===== config.mk =====
export PLATFORM = sky130hd
export DESIGN_NAME = mv_array_ctrl
export DESIGN_NICKNAME = d
export VERILOG_FILES = /design/src/rtl/mv_pkg.sv /design/src/rtl/mv_lane.sv /design/src/rtl/mv_array_ctrl.sv
export SDC_FILE = /design/constraint.sdc
export NUM_CORES = 2
export LEC_CHECK = 0
export CAP_MARGIN = 10
export CORE_MARGIN = 5
export CORE_UTILIZATION = 60
export DETAILED_ROUTE_END_ITERATION = 10
export HOLD_SLACK_MARGIN = 0.15
export PLACE_DENSITY = 0.76
export SYNTH_ARGS = -nofsm -noshare
export SYNTH_HDL_FRONTEND = slang
export SYNTH_SLANG_ARGS = --single-unit

===== constraint.sdc =====
create_clock -name aclk -period 17.3 [get_ports aclk]
set_clock_uncertainty 0.15 [all_clocks]
set_input_delay 1.73 -clock aclk [delete_from_list [all_inputs] [get_ports aclk]]
set_output_delay 1.73 -clock aclk [all_outputs]
set_load 0.03 [all_outputs]

===== src/rtl/mv_pkg.sv =====
// mv_pkg: shared state encoding, data width and BRAM layout
// helpers for the matrix-vector controller.
package mv_pkg;

    localparam int DW = 32;

    typedef enum logic [2:0] {
        S_IDLE  = 3'd0,
        S_LDVEC = 3'd1,
        S_CALC  = 3'd2,
        S_WB    = 3'd3,
        S_DONE  = 3'd4
    } state_e;

    // word offset of matrix A inside the data region
    function automatic int mat_ofs();
        return 0;
    endfunction

    // word offset of vector x inside the data region
    function automatic int vec_ofs(input int n);
        return n * n;
    endfunction

    // word offset of result y inside the data region
    function automatic int res_ofs(input int n);
        return n * n + n;
    endfunction

endpackage


===== src/rtl/mv_lane.sv =====
// mv_lane: one int32 multiply-accumulate lane; the
// accumulator restarts from the product on the first term.
module mv_lane
    import mv_pkg::*;
(
    input  logic          clk_i,
    input  logic          rst_ni,
    input  logic          en_i,
    input  logic          first_i,
    input  logic [DW-1:0] a_i,
    input  logic [DW-1:0] b_i,
    output logic [DW-1:0] acc_o
);

    logic [DW-1:0] acc_q;
    logic [DW-1:0] acc_d;
    logic [DW-1:0] prod;

    // low word of the product is the same signed or unsigned
    always_comb begin
        prod  = a_i * b_i;
        acc_d = acc_q;
        if (en_i) begin
            acc_d = first_i ? prod : acc_q + prod;
        end
    end

    // accumulator register
    always_ff @(posedge clk_i) begin
        if (!rst_ni) begin
            acc_q <= '0;
        end else begin
            acc_q <= acc_d;
        end
    end

    assign acc_o = acc_q;

endmodule


===== src/rtl/mv_array_ctrl.sv =====
// mv_array_ctrl: y = A*x over an external BRAM using
// NUM_PE MAC lanes, one matrix row per lane per group.
module mv_array_ctrl
    import mv_pkg::*;
#(
    parameter int VECTOR_SIZE = 64,
    parameter int NUM_PE      = 4,
    parameter int BASE_WORD   = 0,
    parameter int VEC_AW      = 6
) (
    input  logic        aclk,
    input  logic        aresetn,
    input  logic        start,
    output logic        busy,
    output logic        done,
    output logic [31:0] BRAM_ADDR,
    output logic [31:0] BRAM_WRDATA,
    output logic [3:0]  BRAM_WE,
    output logic        BRAM_CLK,
    input  logic [31:0] BRAM_RDDATA
);

    localparam int N  = VECTOR_SIZE;
    localparam int NG = N / NUM_PE;
    localparam int CW = VEC_AW + $clog2(NUM_PE) + 1;
    localparam int GW = (NG > 1) ? $clog2(NG) : 1;

    localparam logic [CW-1:0] LD_LAST   = CW'(N);
    localparam logic [CW-1:0] CALC_LAST = CW'(NUM_PE * N);
    localparam logic [CW-1:0] WB_LAST   = CW'(NUM_PE - 1);
    localparam logic [GW-1:0] G_LAST    = GW'(NG - 1);

    state_e state_q;
    state_e state_d;

    logic [CW-1:0]     cnt_q;
    logic [GW-1:0]     g_q;
    logic [VEC_AW-1:0] k;
    logic [CW-1:0]     p;
    logic              issue_ld;
    logic              issue_mac;
    logic [29:0]       word;

    logic              pend_ld_q;
    logic              pend_mac_q;
    logic              pend_first_q;
    logic [VEC_AW-1:0] pend_k_q;
    logic [CW-1:0]     pend_p_q;

    logic [DW-1:0] vram [N];
    logic [DW-1:0] vrd_q;
    logic [DW-1:0] acc [NUM_PE];

    assign BRAM_CLK  = aclk;
    assign k         = cnt_q[VEC_AW-1:0];
    assign p         = cnt_q >> VEC_AW;
    assign issue_ld  = (state_q == S_LDVEC) && (cnt_q < LD_LAST);
    assign issue_mac = (state_q == S_CALC) && (cnt_q < CALC_LAST);
    assign BRAM_ADDR = {word, 2'b00};

    // state, per-state step counter and row-group counter
    always_ff @(posedge aclk) begin
        if (!aresetn) begin
            state_q <= S_IDLE;
            cnt_q   <= '0;
            g_q     <= '0;
        end else begin
            state_q <= state_d;
            if (state_d != state_q || state_q == S_IDLE) begin
                cnt_q <= '0;
            end else begin
                cnt_q <= cnt_q + CW'(1);
            end
            if (state_q == S_IDLE) begin
                g_q <= '0;
            end else if (state_q == S_WB && state_d == S_CALC) begin
                g_q <= g_q + GW'(1);
            end
        end
    end

    // next-state decode
    always_comb begin
        state_d = state_q;
        unique case (state_q)
            S_IDLE:  if (start) state_d = S_LDVEC;
            S_LDVEC: if (cnt_q == LD_LAST) state_d = S_CALC;
            S_CALC:  if (cnt_q == CALC_LAST) state_d = S_WB;
            S_WB: begin
                if (cnt_q == WB_LAST) begin
                    state_d = (g_q == G_LAST) ? S_DONE : S_CALC;
                end
            end
            S_DONE:  state_d = S_IDLE;
            default: state_d = S_IDLE;
        endcase
    end

    // BRAM address, write strobe, write data and status outputs
    always_comb begin
        word        = '0;
        BRAM_WE     = '0;
        BRAM_WRDATA = '0;
        busy        = (state_q != S_IDLE);
        done        = (state_q == S_DONE);
        unique case (state_q)
            S_LDVEC: begin
                if (issue_ld) begin
                    word = 30'(BASE_WORD) + 30'(vec_ofs(N))
                         + 30'(cnt_q);
                end
            end
            S_CALC: begin
                if (issue_mac) begin
                    word = 30'(BASE_WORD) + 30'(mat_ofs())
                         + 30'(g_q) * 30'(NUM_PE * N)
                         + 30'(cnt_q);
                end
            end
            S_WB: begin
                word = 30'(BASE_WORD) + 30'(res_ofs(N))
                     + 30'(g_q) * 30'(NUM_PE)
                     + 30'(cnt_q);
                BRAM_WE = 4'hF;
                for (int i = 0; i < NUM_PE; i++) begin
                    if (cnt_q == CW'(i)) BRAM_WRDATA = acc[i];
                end
            end
            default: ;
        endcase
    end

    // tag each issued read so its data lands correctly next cycle
    always_ff @(posedge aclk) begin
        if (!aresetn) begin
            pend_ld_q    <= 1'b0;
            pend_mac_q   <= 1'b0;
            pend_first_q <= 1'b0;
            pend_k_q     <= '0;
            pend_p_q     <= '0;
        end else begin
            pend_ld_q    <= issue_ld;
            pend_mac_q   <= issue_mac;
            pend_first_q <= (k == '0);
            pend_k_q     <= k;
            pend_p_q     <= p;
        end
    end

    // vector RAM: filled during load, read by k during compute
    always_ff @(posedge aclk) begin
        if (pend_ld_q) vram[pend_k_q] <= BRAM_RDDATA;
        vrd_q <= vram[k];
    end

    for (genvar l = 0; l < NUM_PE; l++) begin : g_lane
        mv_lane u_lane (
            .clk_i   (aclk),
            .rst_ni  (aresetn),
            .en_i    (pend_mac_q && (pend_p_q == CW'(l))),
            .first_i (pend_first_q),
            .a_i     (BRAM_RDDATA),
            .b_i     (vrd_q),
            .acc_o   (acc[l])
        );
    end

endmodule


After elaboration in Yosys (flattened, before gate mapping)

Memories as Yosys holds them, arrays and structs flattened. A register that Yosys moved wholly into a read port is not among the register bits.
Index checks and enable logic that the tools add are counted.
W data, S select, Z words.

Output and inout port bits: 71
Memories: 1
Register bits: 162
Bits in writable memories: 2,048
Word-level logic and storage cells: 79
Input bits: 35

Reductions and logical operators: 15
Multipliers: 1
Bitwise logic cells: 1
Equal/unequal tests: 15
Add/sub/neg operators: 10
$lt $le $gt $ge: 2
Muxes and demuxes: 21

Memories:

| name | words | bits a word | read ports | clocked after Yosys merged registers in | write ports | line                | source |
|---|---|---|---|---|---|---|---|
| vram | 64    | 32          | 1          | 1                                       | 1           | mv_array_ctrl.sv:50 | `logic [DW-1:0] vram [N];` |

Operators with widths:

| cell                    | count |
|---|---|
| $mux W32                | 9 |
| $add A32 B32 Y32        | 4 |
| $pmux W15 S3            | 1 |
| $eq A9 B2 Y1 const B    | 4 |
| $mul A32 B32 Y32        | 1 |
| $eq A9 B1 Y1 const B    | 2 |
| $logic_not A9 Y1        | 2 |
| $add A14 B9 Y15         | 1 |
| $mux W3                 | 5 |
| $add A13 B6 Y14 const A | 1 |
| $add A13 B9 Y14 const A | 1 |
| $mux W14                | 1 |
| $add A12 B9 Y13         | 1 |
| $mux W13                | 1 |
| $pmux W3 S4             | 1 |
| $add A9 B1 Y9 const B   | 1 |
| $eq A3 B2 Y1 const B    | 3 |
| $eq A9 B7 Y1 const B    | 1 |
| $eq A9 B9 Y1 const B    | 1 |
| $lt A9 B7 Y1 const B    | 1 |
| $lt A9 B9 Y1 const B    | 1 |
| $logic_and A1 B1 Y1     | 7 |
| $logic_not A6 Y1        | 1 |
| $add A4 B1 Y4 const B   | 1 |
| 11 further kinds        | 13 |

Logic depth before layout (Yosys ltp)

Depth in word-level cells: 7
Mapped depth: 36
Depth with buffers taken out: 34

Hierarchy

Synthesis repeated with hierarchy kept, for this count alone.

Cells, all modules: 12,182
Area total of the unflattened synthesis: 154,898.6 µm²

Modules (own cells, without submodules):

| module                          | times used | sequential area each (µm²) | area an instance (µm²) | cells each |
|---|---|---|---|---|
| mv_array_ctrl                   | 1          | 62,700.1                   | 80,494.7               | 3,664 |
| mv_lane at g_lane[0].u_lane ... | 2          | 640.6                      | 18,696.7               | 2,139 |
| mv_lane at g_lane[2].u_lane     | 1          | 640.6                      | 18,534.0               | 2,131 |
| mv_lane at g_lane[3].u_lane     | 1          | 640.6                      | 18,476.5               | 2,109 |

==> run summary <==
status - finished, final reports clean
CP Max Fanout - 4
worst skew pair latency - 1.01 ns
Placeable Area - 179,000 um^2
Post-Synth Adder-Cell Area - 0.108
Synth Area in Compound Gates - 0.0466
Ys Warns - 0
critical path class - clock port to primary output
Area growth syn-to-layout - 10.4%
slowest cell delay on critical path - 0.58 ns
clock transition at the registers of the reported paths - 0.06 ns
first-pass GRT wire length - 451 mm
cells along the critical path - clkbuf_16, clkbuf_16, clkdlybuf4s50_1
commonest non-fill, non-tap cell in the layout - edfxtp_1
Filler cells - 11,300
pin count of the biggest net entering global routing - 108
GRT Util Overall - 0.337
Vert. Die Dim - 434 um
Crit path top cell by count - clkbuf_16
Final ANT Viol Nets - 0
fin nets - 7,419
startpoint type of the worst setup path - clock port
max-slew violation count - 0
Detail Placement HPWL - 179 mm
# setup viols final - 0
Gate Count Post-Synth - 6,584
Arrival @ worst endpoint - 9.48 ns
Avg WL per Cell - 33.6 um
residual DRC count - 0
hold_buf cts - 0
Crit. End Element - primary output
DRT Pass-1 Iters - 5
most frequent cells in the layout - edfxtp_1, mux4_2, inv_1, fa_1, nand2_1
Die W - 434 um
CTS tree - built
Seq/Total Area, Yosys - 0.606
register area - 65,300 um^2
die area - 188,000 um^2
Post-synth EDFFs - 2,048
mux contribution to synthesized area - 0.141
post-CTS setup buffer count - 0
Fin. Hold Viols - 0
worst slew pin tran - 1.12 ns
Rows - 155
Mean Syn Cell Area - 16.4 um^2
multi-input logic area - 39,900 um^2
final wirelength - 311 mm
RSZ-0062 raised after global routing - no
Vias - 63,200
Worst Hold Class - register to register
largest family of logic cells by synthesized area - multiplexers
initial antenna violation count - 26
CP top delay family - buffers and inverters
TNS Setup - 0 ns
Mapped Area - 108,000 um^2
Required @ worst endpoint - 15.42 ns
max_cap viols - 0
starting density of the core - 0.603
max_slew headroom - 0.246
vias per cell - 6.82
slowest CP cell - clkdlybuf4s50_1
vias in the first global route - 64,600
GP Congestion - 0.912
share of cells above drive strength 1 - 0.187
Yosys reg bits - 2,236
Synth Area in XOR/XNOR - 0.0162
simple-gate share of the synthesized area - 0.0532
WP buf/inv - 3
Yosys cell types - 83
GR Overflow Total - 0
IO Pins - 106
IO Port Bufs - 86
asr flop ratio synth - 0
Iter 0 DRT Violations - 8,743
Primary FF master, synth - edfxtp_1
post-cts resize count - 0
==> synth_stat cells (30+ instances only) <==
cell type	number	area, um^2
edfxtp_1	2048	61500
mux4_2	672	15100
inv_1	434	1630
fa_1	413	8270
nand2_1	404	1520
and2_1	300	1880
nor2_1	272	1020
ha_1	266	3330
clkbuf_1	253	950
a21oi_1	225	1130
dfxtp_1	188	3760
o21ai_0	164	821
xnor2_1	142	1240
buf_1	80	300
a21o_1	72	541
a211oi_1	65	488
a31oi_1	57	357
xor2_1	53	464
nand3_1	44	220
o211ai_1	35	263
a22oi_1	32	240
nor3_1	30	150
==> layer usage <==
metal,wire [um],GRT usage,up-vias
li1,-,-,25200
met1,106000,0.434,32400
met2,147000,0.528,4657
met3,38900,0.0993,903
met4,19400,0.171,18
met5,130,0,-
==> final timing paths <==
kind	end	slack (ns)	start	depth (start not counted)
worst min-delay path	g_lane[1].u_lane.acc_o[2]$_SDFFE_PN0P_	0.33	g_lane[1].u_lane.acc_o[2]$_SDFFE_PN0P_	2
worst min register to register	g_lane[1].u_lane.acc_o[2]$_SDFFE_PN0P_	0.33	g_lane[1].u_lane.acc_o[2]$_SDFFE_PN0P_	2
worst max-delay path	BRAM_CLK	5.94	aclk	3
worst max register to register	g_lane[3].u_lane.acc_o[31]$_SDFFE_PN0P_	7.33	vrd_q[7]$_DFF_P_	29
==> registers in the layout (all words and copies together), names as in the netlist <==
register	flops
cnt_q	9
pend_k_q	6
g_lane.u_lane.acc_o	128
vrd_q	32
g_q	4
pend_ld_q	1
pend_first_q	1
pend_p_q	3
vram	2048
state_q	3
pend_mac_q	1
==> tightest hold or removal path, stage by stage (launching register included) <==
cell and delay [ns]:
dfxtp_1 0.32, nand2_1 0.06, a21oi_1 0.05
==> cell type report <==
type,instances,area share
inverter,436,0.0138
tap,2355,0.0248
clock buffer,279,0.0495
clock inverter,130,0.0108
multi-input combinational,3564,0.336
sequential,2236,0.549
antenna,12,0.000252
timing repair buffer,248,0.0165
==> through the flow <==
stage,setup WS (ns),util,hold WS [ns],cell area (um^2),std cells
floorplan,6.63,-,0.299,108000,6602
global placement,5.66,0.626,0.309,112000,8840
detailed placement,5.52,0.626,0.313,112000,8840
CTS,5.93,0.666,0.323,119000,9248
global route,5.88,0.666,0.354,119000,9250
finish,5.94,0.666,0.326,119000,9260
==> kinds of logic after synthesis <==
group                    Yosys count
flip-flops                      2236
AND/OR/NAND/NOR                 1193
buffers and inverters            802
AO/OA/AOI/OAI                    794
multiplexers                     682
adder cells (fa/ha/maj)          679
XOR/XNOR                         197
other                              1
Power is not shown: default switching activity piles up to over one toggle a cycle in this logic, so the estimate is an artifact.
